--- config.mk ---
export PLATFORM = sky130hd
export DESIGN_NAME = seq_decoder3to8_flat
export DESIGN_NICKNAME = d
export VERILOG_FILES = /design/src/rtl/seq_decoder3to8_pkg.sv /design/src/rtl/seq_decoder3to8_if.sv /design/src/rtl/seq_decoder3to8_hold_timer.sv /design/src/rtl/seq_decoder3to8.sv /design/src/flat_wrapper.sv
export SDC_FILE = /design/constraint.sdc
export NUM_CORES = 1
export LEC_CHECK = 0
export BUFFER_PORTS_ARGS = -buffer_cell sky130_fd_sc_hd__buf_2
export CAP_MARGIN = 20
export CORE_MARGIN = 2
export CORE_UTILIZATION = 40
export DETAILED_ROUTE_END_ITERATION = 10
export SLEW_MARGIN = 10
export SYNTH_ARGS = -nofsm -noshare
export SYNTH_HDL_FRONTEND = slang
export SYNTH_SLANG_ARGS = --single-unit
--- constraint.sdc ---
create_clock -name clk -period 2.9 [get_ports clk]
set_input_delay 0.145 -clock clk [delete_from_list [all_inputs] [get_ports clk]]
set_output_delay 0.145 -clock clk [all_outputs]
set_load 0.01 [all_outputs]
--- src/rtl/seq_decoder3to8_pkg.sv ---
// Shared types and helpers for the sequenced 3-to-8 one-cold line decoder.
package seq_decoder_pkg;

    typedef enum logic [1:0] {
        IDLE  = 2'd0,
        DRIVE = 2'd1,
        GAP   = 2'd2
    } dec_state_t;

    typedef logic [2:0] code_t;

    localparam logic [7:0] Y_IDLE = 8'hFF;

    function automatic logic [7:0] decode_1cold(input code_t code);
        return ~(8'b1 << code);
    endfunction

endpackage

--- src/rtl/seq_decoder3to8_if.sv ---
// Valid/ready code handshake into the decoder.
interface seq_decoder3to8_if;
    import seq_decoder_pkg::*;

    logic  in_valid;
    code_t in_code;
    logic  in_ready;

    modport master (output in_valid, output in_code, input in_ready);
    modport slave  (input in_valid, input in_code, output in_ready);

endinterface

--- src/rtl/seq_decoder3to8_hold_timer.sv ---
// Loadable down-counter shared by the hold and gap intervals.
module dec_hold_timer #(
    parameter int CNT_W = 3
) (
    input  logic             clk,
    input  logic             rst,
    input  logic             load,
    input  logic [CNT_W-1:0] load_val,
    output logic             expire,
    output logic             expire_next
);

    logic [CNT_W-1:0] cnt;

    // A load value of N-1 gives an interval of N cycles, the last one with expire high.
    always_ff @(posedge clk or posedge rst) begin
        if (rst) begin
            cnt <= '0;
        end else if (load) begin
            cnt <= load_val;
        end else if (cnt != '0) begin
            cnt <= cnt - CNT_W'(1);
        end
    end

    assign expire      = (cnt == '0);
    assign expire_next = (cnt == CNT_W'(1));

endmodule

--- src/rtl/seq_decoder3to8.sv ---
// Sequenced 3-to-8 one-cold decoder: handshake or auto-scan codes, hold the line low, then park high.
module seq_decoder3to8
    import seq_decoder_pkg::*;
#(
    parameter int HOLD_CYCLES = 4,
    parameter int GAP_CYCLES  = 1,
    parameter int CNT_W       = $clog2(((HOLD_CYCLES > GAP_CYCLES) ? HOLD_CYCLES : GAP_CYCLES) + 1)
) (
    input  logic                clk,
    input  logic                rst,
    seq_decoder3to8_if.slave    in_bus,
    input  logic                scan_en,
    output logic [7:0]          Y,
    output code_t               cur_code,
    output logic                busy,
    output logic                done
);

    localparam bit               HAS_GAP = (GAP_CYCLES > 0);
    localparam logic [CNT_W-1:0] HOLD_LD = CNT_W'(HOLD_CYCLES - 1);
    localparam logic [CNT_W-1:0] GAP_LD  = CNT_W'(HAS_GAP ? GAP_CYCLES - 1 : 0);

    dec_state_t       state;
    logic             scan_seq;
    code_t            scan_cnt;

    logic             t_load;
    logic [CNT_W-1:0] t_load_val;
    logic             t_expire;
    logic             t_last;

    logic             accept;
    logic             scan_start;
    logic             drive_end;
    logic             gap_end;
    logic             seq_end;
    logic             chain;
    logic             enter_drive;
    logic             enter_gap;
    logic             done_nxt;

    assign in_bus.in_ready = (state == IDLE) && !scan_en;

    // Only a sequence that scan itself started may chain into the next scan code.
    always_comb begin
        accept      = in_bus.in_valid && in_bus.in_ready;
        scan_start  = (state == IDLE) && scan_en;
        drive_end   = (state == DRIVE) && t_expire;
        gap_end     = (state == GAP) && t_expire;
        seq_end     = HAS_GAP ? gap_end : drive_end;
        chain       = seq_end && scan_seq && scan_en;
        enter_drive = accept || scan_start || chain;
        enter_gap   = drive_end && HAS_GAP;
        t_load      = enter_drive || enter_gap;
        t_load_val  = enter_drive ? HOLD_LD : GAP_LD;

        // done is registered, so it is raised on the edge that enters the final cycle.
        done_nxt = 1'b0;
        if (HAS_GAP) begin
            if (enter_gap && (GAP_CYCLES == 1))
                done_nxt = 1'b1;
            if ((state == GAP) && !t_expire && t_last)
                done_nxt = 1'b1;
        end else begin
            if (enter_drive && (HOLD_CYCLES == 1))
                done_nxt = 1'b1;
            if ((state == DRIVE) && !t_expire && t_last)
                done_nxt = 1'b1;
        end
    end

    dec_hold_timer #(
        .CNT_W (CNT_W)
    ) u_timer (
        .clk         (clk),
        .rst         (rst),
        .load        (t_load),
        .load_val    (t_load_val),
        .expire      (t_expire),
        .expire_next (t_last)
    );

    always_ff @(posedge clk or posedge rst) begin
        if (rst) begin
            state    <= IDLE;
            Y        <= Y_IDLE;
            cur_code <= '0;
            busy     <= 1'b0;
            done     <= 1'b0;
            scan_cnt <= '0;
            scan_seq <= 1'b0;
        end else begin
            done <= done_nxt;
            case (state)
                IDLE: begin
                    if (scan_start) begin
                        state    <= DRIVE;
                        Y        <= decode_1cold(scan_cnt);
                        cur_code <= scan_cnt;
                        scan_cnt <= scan_cnt + 3'd1;
                        scan_seq <= 1'b1;
                        busy     <= 1'b1;
                    end else if (accept) begin
                        state    <= DRIVE;
                        Y        <= decode_1cold(in_bus.in_code);
                        cur_code <= in_bus.in_code;
                        scan_seq <= 1'b0;
                        busy     <= 1'b1;
                    end
                end
                DRIVE: begin
                    if (t_expire) begin
                        if (HAS_GAP) begin
                            state <= GAP;
                            Y     <= Y_IDLE;
                        end else if (chain) begin
                            Y        <= decode_1cold(scan_cnt);
                            cur_code <= scan_cnt;
                            scan_cnt <= scan_cnt + 3'd1;
                        end else begin
                            state <= IDLE;
                            Y     <= Y_IDLE;
                            busy  <= 1'b0;
                        end
                    end
                end
                GAP: begin
                    if (t_expire) begin
                        if (chain) begin
                            state    <= DRIVE;
                            Y        <= decode_1cold(scan_cnt);
                            cur_code <= scan_cnt;
                            scan_cnt <= scan_cnt + 3'd1;
                        end else begin
                            state <= IDLE;
                            busy  <= 1'b0;
                        end
                    end
                end
                default: begin
                    state <= IDLE;
                    Y     <= Y_IDLE;
                    busy  <= 1'b0;
                end
            endcase
        end
    end

endmodule
--- src/flat_wrapper.sv ---
// flat-port wrapper written by rule: the top's interface ports become plain ports
module seq_decoder3to8_flat import seq_decoder_pkg::*;
#(
    parameter int HOLD_CYCLES = 4,
    parameter int GAP_CYCLES  = 1,
    parameter int CNT_W       = $clog2(((HOLD_CYCLES > GAP_CYCLES) ? HOLD_CYCLES : GAP_CYCLES) + 1)
)
  (clk, rst, scan_en, Y, cur_code, busy, done, in_bus_in_valid, in_bus_in_code, in_bus_in_ready);
  seq_decoder3to8_if in_bus_i ();
  input  logic clk;
  input  logic rst;
  input  logic scan_en;
  output logic [7:0] Y;
  output code_t cur_code;
  output logic busy;
  output logic done;
  input wire logic [$bits(in_bus_i.in_valid)-1:0] in_bus_in_valid;
  input wire logic [$bits(in_bus_i.in_code)-1:0] in_bus_in_code;
  output wire logic [$bits(in_bus_i.in_ready)-1:0] in_bus_in_ready;
  assign in_bus_i.in_valid = in_bus_in_valid;
  assign in_bus_i.in_code = in_bus_in_code;
  assign in_bus_in_ready = in_bus_i.in_ready;
  seq_decoder3to8 #(.HOLD_CYCLES(HOLD_CYCLES), .GAP_CYCLES(GAP_CYCLES), .CNT_W(CNT_W)) u_core (.clk(clk), .rst(rst), .in_bus(in_bus_i), .scan_en(scan_en), .Y(Y), .cur_code(cur_code), .busy(busy), .done(done));
endmodule
# Word-level counts from Yosys, hierarchy flattened
# Index checks and enable logic that the tools add are counted.
word_totals:
  register_bits: 22
  inputBits: 7
  output_inout_bits: 14
  elab_cells: 83
classes:
  addsub: 2
  n_eq_ne: 9
  shifts: 2
  mux: 33
  bitwise_logic: 3
  n_reduce_logical: 26
op_table:
  columns: ["operator", "n"]
  rows:
  - ["$mux 8", 5]
  - ["$mux 3", 9]
  - ["$pmux 8 s3", 1]
  - ["$not 8->8", 2]
  - ["$reduce_and 4->1", 4]
  - ["$shl 1x3->8 const A", 2]
  - ["$pmux 3 s2", 2]
  - ["$mux 2", 5]
  - ["$logic_and 1x1->1", 9]
  - ["$mux 1", 9]
  - ["$ne 2x1->1 const B", 4]
  - ["$pmux 2 s3", 1]
  - ["$reduce_bool 2->1", 3]
  - ["$add 3x1->3 const B", 1]
  - ["$eq 3x1->1 const B", 1]
  - ["$logic_not 3->1", 1]
  - ["$logic_or 1x1->1", 3]
  - ["$ne 3x1->1 const B", 1]
  - ["$pmux 1 s3", 1]
  - ["$reduce_and 3->1", 1]
  - ["$reduce_bool 3->1", 1]
  - ["$sub 3x1->3 const B", 1]
  - ["$eq 2x1->1 const B", 1]
  - ["$eq 2x2->1 const B", 1]
  - ["5 further kinds", 6]

# Logic depth before layout (Yosys ltp)
# Gate-level depths: netlist of the first run.
depth:
  depth_word: 7
  ltp_mapped: 7
  depth_no_buf: 6

# Hierarchy
# From an unflattened synthesis of the first run, not the netlist that was laid out.
unflattened:
  cells_unflattened: 129
  area_unflattened_um2: 1400.1
modules_own_cells:
  columns: ["mod", "instances", "cells_each", "area_per_inst_um2"]
  rows:
  - ["seq_decoder3to8", 1, 105, 1173.6]
  - ["dec_hold_timer", 1, 24, 226.5]

# Least setup slack after synthesis of the first run
# No wires, ideal clock.
synth_timing:
  path_type: "register to register"
  from: "register u_core.u_timer.cnt[0]"
  to: "register u_core.cur_code[0]"
  arrival_time_ns: 1.553
  required_ns: 2.775
  path_slack_ns: 1.222
  stages_incl_launch_ff: 7
  path_buffers: 0
  cell_sequence: "dfrtp_1 > inv_1 > ha_1 > ha_1 > nand3_1 > a21oi_2 > mux2_4"
synth_between:
  elab_chain_cells: 6
synth_rtl:
  columns: ["item", "line_no", "rtl"]
  rows:
  - ["start: declaration", "seq_decoder3to8_hold_timer.sv:13", "logic [CNT_W-1:0] cnt;"]
  - ["start signal: assignment", "seq_decoder3to8_hold_timer.sv:20", "cnt <= load_val;"]
  - ["start signal: assignment", "seq_decoder3to8_hold_timer.sv:22", "cnt <= cnt - CNT_W'(1);"]
  - ["$logic_not 3->1 *", "seq_decoder3to8_hold_timer.sv:26", "assign expire = (cnt == '0);"]
  - ["$logic_and 1x1->1", "seq_decoder3to8.sv:49", "gap_end = (state == GAP) && t_expire;"]
  - ["$logic_and 1x1->1 (2 in series)", "seq_decoder3to8.sv:51", "chain = seq_end && scan_seq && scan_en;"]
  - ["$ne 2x1->1 (no line)", null, null]
  - ["$reduce_and 4->1 (no line) *", null, null]
  - ["end signal: assignment", "seq_decoder3to8.sv:99", "cur_code <= scan_cnt;"]
  - ["end signal: assignment", "seq_decoder3to8.sv:106", "cur_code <= in_bus.in_code;"]
  - ["end signal: assignment", "seq_decoder3to8.sv:118", "cur_code <= scan_cnt;"]
  - ["end: declaration", "seq_decoder3to8.sv:14", "output code_t cur_code,"]
# Every way passes the cells marked *; elsewhere a longest branch is shown, timed or not.
# A chain may end at the register's enable or synchronous reset.

# Worst setup path in the final report of the first run
layout_timing:
  from: "register u_core.u_timer.cnt[0]"
  to: "register u_core.cur_code[1]"
# Same word-level chain as after synthesis.

==> results of run 1 <==
## final timing paths
check / end / slack [ns] / cells past startpoint
min reg2reg: u_core.cur_code[2]$_DFFE_PP0P_ / 0.52 / 1
max reg2reg: u_core.cur_code[1]$_DFFE_PP0P_ / 0.79 / 6
max: u_core.cur_code[1]$_DFFE_PP0P_ / 0.79 / 6
max in group asynchronous: u_core.scan_seq$_DFFE_PP0P_ / 2.40 / 2
min in group clk: u_core.scan_seq$_DFFE_PP0P_ / 0.15 / 3
min: u_core.u_timer.cnt[2]$_DFFE_PP0P_ / -0.02 / 2
## per-stage QoR
stage | util [%] | hold WS (ns) | cells | cell area, um^2
after floorplan | - | 0.128 | 117 | 1340
after global placement | 44.8 | 0.355 | 178 | 1470
after detailed placement | 44.8 | 0.371 | 178 | 1470
after CTS | 45.6 | 0.0128 | 182 | 1500
after global routing | 45.6 | 0.0331 | 182 | 1500
final | 45.6 | -0.0214 | 182 | 1500
## synthesized netlist by cell type
cell,count,area share (%)
ha_1,9,8.4
a32oi_1,6,3.9
a22oi_1,1,0.56
o21ai_0,1,0.37
dfstp_2,8,16
nand2_1,5,1.4
nor3_1,2,0.75
nor2b_1,1,0.47
a22o_1,1,0.65
a21boi_0,1,0.56
or2_0,1,0.47
a31oi_1,2,0.93
nor4b_2,1,1.1
o2111a_1,1,0.84
clkbuf_1,1,0.28
mux2_4,12,13
o32ai_1,1,0.65
a21oi_1,2,0.75
o211ai_4,1,1.6
nor3b_1,2,1.1
a21o_1,1,0.56
nor2_1,7,2.0
a21oi_2,1,0.65
nand2b_1,3,1.4
inv_1,9,2.5
xnor2_1,1,0.65
mux2_1,1,0.84
dfrtp_1,14,26
buf_2,3,1.1
buf_6,1,0.84
nand3b_1,1,0.56
o22a_1,1,0.65
o211ai_1,2,1.1
o21ba_1,1,0.75
mux2i_1,1,0.75
o21bai_2,1,0.84
o21ai_1,2,0.75
or2_4,1,0.65
nand3_1,3,1.1
or2_1,1,0.47
o21a_1,1,0.56
nor4b_1,2,1.3
## cells by family after synthesis
kind of cell             after synthesis  share of synthesized area, %
AND/OR/NAND/NOR                       30                          12.8
flip-flops                            22                          41.8
multiplexers                          14                          15.0
adder cells (fa/ha/maj)                9                          8.39
AO/OA/AOI/OAI                         27                          16.7
XOR/XNOR                               1                         0.652
buffers and inverters                 14                          4.75
## flip-flops by register name, indices dropped and copies added, names as in the netlist
register,cells
u_core.done,1
u_core.state,2
u_core.u_timer.cnt,3
u_core.scan_seq,1
u_core.Y,8
u_core.scan_cnt,3
u_core.busy,1
u_core.cur_code,3
## layout make-up
| cell class | instances | area, um^2 |
|---|---|---|
| tap | 46 | 57.6 |
| timing repair buffer | 20 | 100 |
| inverter | 9 | 33.8 |
| sequential | 22 | 561 |
| clock buffer | 4 | 26.3 |
| multi-input combinational | 81 | 718 |
| fill | 335 | 1790 |
## power breakdown
part / switching, mW / internal (mW)
registers: 0.141 / 0.472
logic: 0.394 / 0.396
clock network: 0.0922 / 0.0538
total: 0.627 / 0.922
## per-layer routing
metal / vias to the layer above / wire, um / GRT usage [%]
met2: 25 / 1350 / 27.1
met4: 0 / 56 / 6.38
met5: - / 0 / 0
met1: 479 / 1180 / 21.1
met3: 7 / 123 / 3.52
li1: 463 / - / -
==> flow_summary.yaml, run 1 <==
floorplan:
  fp-row-count: 21
  initial_utilization_pct: 40.9
  fp.dieH_um: 61.9
  coreArea_mm2: 0.00328
  dieArea_mm2: 0.00384
  ios: 21
  die_w_um: 61.9
timing:
  slew_viol_final: 0
  period_share_pct: 72.8
  fin_skew_ns: 0.00559
  post-route-min-period_ns: 2.11
  tightest_slew_ns: 0.844
  timing.setup.tns_ns: 0
  hold_viol: 14
  setup_violations: 0
  timing.fmax_mhz: 474
  whs_ns: -0.0214
  relSlewSlack_pct: 43.7
  rsz0062_at_grt: "no"
  fin_ws_ns: 0.790
clock_network:
  cts_buffer_depth: 2
  cts_buffers: 3
  postCtsSetupBuffers: 0
  h-tree-depth: 1
  cts_hold_buffers: 0
  clkTransAtPathRegs_ns: 0.12
  clk_latency_ns: 0.31
  clock_sinks: 22
  cts_resized: 0
  tritoncts: "done"
  root_buffer: "clkbuf_4"
worst_hold_path:
  min_path_type: "input pin to asynchronous set/reset pin"
worst_setup_path:
  critPathCaptureType: "flip-flop"
  cp_num_buf_inv: 1
  crit_start: "u_core.u_timer.cnt[0]$_DFFE_PP0P_"
  crit_fanout: 13
  worst_path_max_delay_cell: "dfrtp_1"
  path_delay_family: "adder cells"
  worstReg2RegStart: "u_core.u_timer.cnt[0]$_DFFE_PP0P_"
  critPathLaunchType: "flip-flop"
  path_class: "flip-flop to flip-flop"
  crit_chain: "inv_1 -> ha_1 -> ha_1 -> nand3_1 -> a21oi_2 -> mux2_4"
  cp_slowest_stage_delay_ns: 0.43
  required_ns: 3.12
  critPathMostFrequentCell: "ha_1"
  arrival_ns: 2.33
cells_and_area:
  final_common_cell: "buf_2"
  final_cell_mix: "buf_2 (20), dfrtp_1 (14), mux2_4 (12)"
  area_growth_pct: 11.5
  drive_gt1_share_pct: 35.3
  nNetsFinal: 153
  num_antenna_cells: 0
placement:
  post-place-ws_ns: 0.796
  port_buffers: 20
  place.gp.congestion: 0.754
  hpwlAfterDp_mm: 1.97
drt:
  ant_nets: 0
  drc: 0
  dr.pass1.iters: 4
  drt-initial-drc-count: 50
  via_count: 974
  routed_via_density: 5.35
  drt_wl_total_mm: 2.71
  wl_per_cell_um: 14.9
status:
  violations: "hold timing"
  outcome: "finished, violations left"
synthesis:
  avgSynthCellArea_um2: 11.5
  yosys_warnings: 0
  synthDistinctLibCells: 42
  syn_nets: 133
  synth_seq_cells: 22
  synth_area_mm2: 0.00134
  synthCells: 117
  seq_area_frac_synth_pct: 41.8
global_routing:
  grt_pass1_wl_mm: 4.60
  grt_usage_pct: 16.4
  grt_start_max_net_pins: 23
  gr-total-overflow: 0
  grt_pass1_vias: 979
  antenna_found_initial: 0
power_and_ir_drop:
  vdd_ir_drop_max_v: 0.000429
  finalPower_mw: 1.55
  power_density_mw_per_mm2: 1040
  p_leak_nw: 0.669
job:
  drv_cap: 0
No activity file was read; power rests on OpenSTA's default activity.
==> run 2: changes to the inputs <==
- clock period: 2.9 -> 2.04 ns (I/O delays scaled with it)
==> run 2 against run 1 <==
Compared with the run above:
- the run now ends clean
- design area up 3.2%
- cell count up 3.3%
- combinational power is 54% higher
- hold slack improved by 0.13 ns
- global-route usage decreased by 0.49 points
- fmax up 14%
- clock power up 43%
- flip-flop and latch count is the same
- sequential power increased by 37%
- clock skew down 0.0036 ns
- critical endpoint is now u_core.cur_code[2]$_DFFE_PP0P_
- largest cell class unchanged
==> flow_summary.yaml, run 2 (synthesis results as in run 1) <==
status:
  outcome: "finished clean"
global_routing:
  gr-usage-met2_pct: 29.6
  grt_usage_pct: 16.0
  antenna_found_initial: 0
  grtUsageMet3_pct: 2.90
  gr-total-overflow: 0
  grt_pass1_wl_mm: 4.39
  grt_start_max_net_pins: 23
  grt_pass1_vias: 974
  grt_busiest_layer: "met2"
  grt.met1_usage_pct: 17.8
placement:
  hpwlAfterDp_mm: 2.09
  dp_cells: 183
  place.gp.congestion: 0.777
  port_buffers: 20
cells_and_area:
  num_antenna_cells: 0
  fin_cells: 188
  drive_gt1_share_pct: 37.3
  final_common_cell: "buf_2"
  fillers: 326
  seqCellArea_um2: 561
  top_register: "u_core.Y"
  post-route-util_pct: 47.0
  largest_register_ffs: 8
  area_growth_pct: 15.0
  multi_input_area_um2: 718
  final_cell_mix: "buf_2 (20), dfrtp_1 (14), mux2_4 (12)"
  nNetsFinal: 159
drt:
  routed_via_density: 5.19
  ant_nets: 0
  via_count: 976
  drc: 0
  drt_wl_total_mm: 2.76
  wl_per_cell_um: 14.7
  drt-initial-drc-count: 21
  dr.pass1.iters: 4
worst_setup_path:
  crit_fanout: 4
  critPathLaunchType: "flip-flop"
  required_ns: 2.24
  path_class: "flip-flop to flip-flop"
  arrival_ns: 2.06
  critPathCaptureType: "flip-flop"
timing:
  post-route-min-period_ns: 1.86
  timing.fmax_mhz: 538
  hold_viol: 0
  whs_ns: 0.106
  rsz0062_at_grt: "no"
  relSlewSlack_pct: 45.4
  slew_viol_final: 0
  timing.setup.tns_ns: 0
  period_share_pct: 91.1
  setup_violations: 0
  tightest_slew_ns: 0.818
  fin_skew_ns: 0.00204
clock_network:
  h-tree-depth: 1
  cts_hold_buffers: 1
  cts_buffer_depth: 2
  clk_latency_ns: 0.30
  tritoncts: "done"
  root_buffer: "clkbuf_4"
  postCtsSetupBuffers: 0
  cts_resized: 0
  clock_sinks: 22
  cts_buffers: 3
  clkTransAtPathRegs_ns: 0.12
floorplan:
  ios: 21
  fp-row-count: 21
  die_w_um: 61.9
  coreArea_mm2: 0.00328
  fp.dieH_um: 61.9
  dieArea_mm2: 0.00384
  initial_utilization_pct: 40.9
power_and_ir_drop:
  power_density_mw_per_mm2: 1470
  vdd_ir_drop_max_v: 0.000718
  p_leak_nw: 0.698
worst_hold_path:
  min_path_type: "input pin to flip-flop"
job:
  drv_cap: 0
-- run 2: power by group --
part,switching (mW),total (mW),internal (mW)
combinational,0.611,1.22,0.611
clock,0.132,0.209,0.0762
sequential,0.169,0.841,0.672
total,0.912,2.27,1.36
-- run 2: stage by stage --
stage / area [um^2] / power [mW] / worst slack, ns
2_1_floorplan: 1340 / 1.72 / 0.362
3_3_place_gp: 1510 / 2.05 / 0.269
3_5_place_dp: 1510 / 2.08 / 0.203
4_1_cts: 1540 / 2.30 / 0.177
5_1_grt: 1540 / 2.46 / 0.0791
6_report: 1540 / 2.27 / 0.181
-- run 2: area by class of cell --
type | count | area share (%)
multi-input combinational | 81 | 46.5
sequential | 22 | 36.3
timing repair buffer | 26 | 9.56
tap | 46 | 3.73
inverter | 9 | 2.19
clock buffer | 4 | 1.70
-- run 2: metal layers --
layer / up-vias / part of all wire [%] / wire length (um)
met2: 16 / 52 / 1440
li1: 479 / - / -
met3: 2 / 3.1 / 87
met1: 479 / 44 / 1220
met4: 0 / 0.54 / 15
met5: - / 0 / 0
-- run 2: final timing paths --
| kind | from | end | slack [ns] | cells after the start |
|---|---|---|---|---|
| max | u_core.u_timer.cnt[0]$_DFFE_PP0P_ | u_core.cur_code[2]$_DFFE_PP0P_ | 0.18 | 6 |
| min | in_bus_in_valid | u_core.scan_seq$_DFFE_PP0P_ | 0.11 | 3 |
| max reg2reg | u_core.u_timer.cnt[0]$_DFFE_PP0P_ | u_core.cur_code[2]$_DFFE_PP0P_ | 0.18 | 6 |
| min reg2reg | u_core.cur_code[2]$_DFFE_PP0P_ | u_core.cur_code[2]$_DFFE_PP0P_ | 0.52 | 1 |
| max in group asynchronous | rst | u_core.cur_code[2]$_DFFE_PP0P_ | 1.06 | 3 |
| min in group asynchronous | rst | u_core.u_timer.cnt[1]$_DFFE_PP0P_ | 0.49 | 3 |
-- run 2: worst max-delay path: stages, from the launching register on --
cell	delay (ns)
dfrtp_1	0.43
inv_1	0.07
ha_1	0.14
ha_1	0.20
nand3_1	0.22
a21oi_2	0.37
mux2_4	0.33
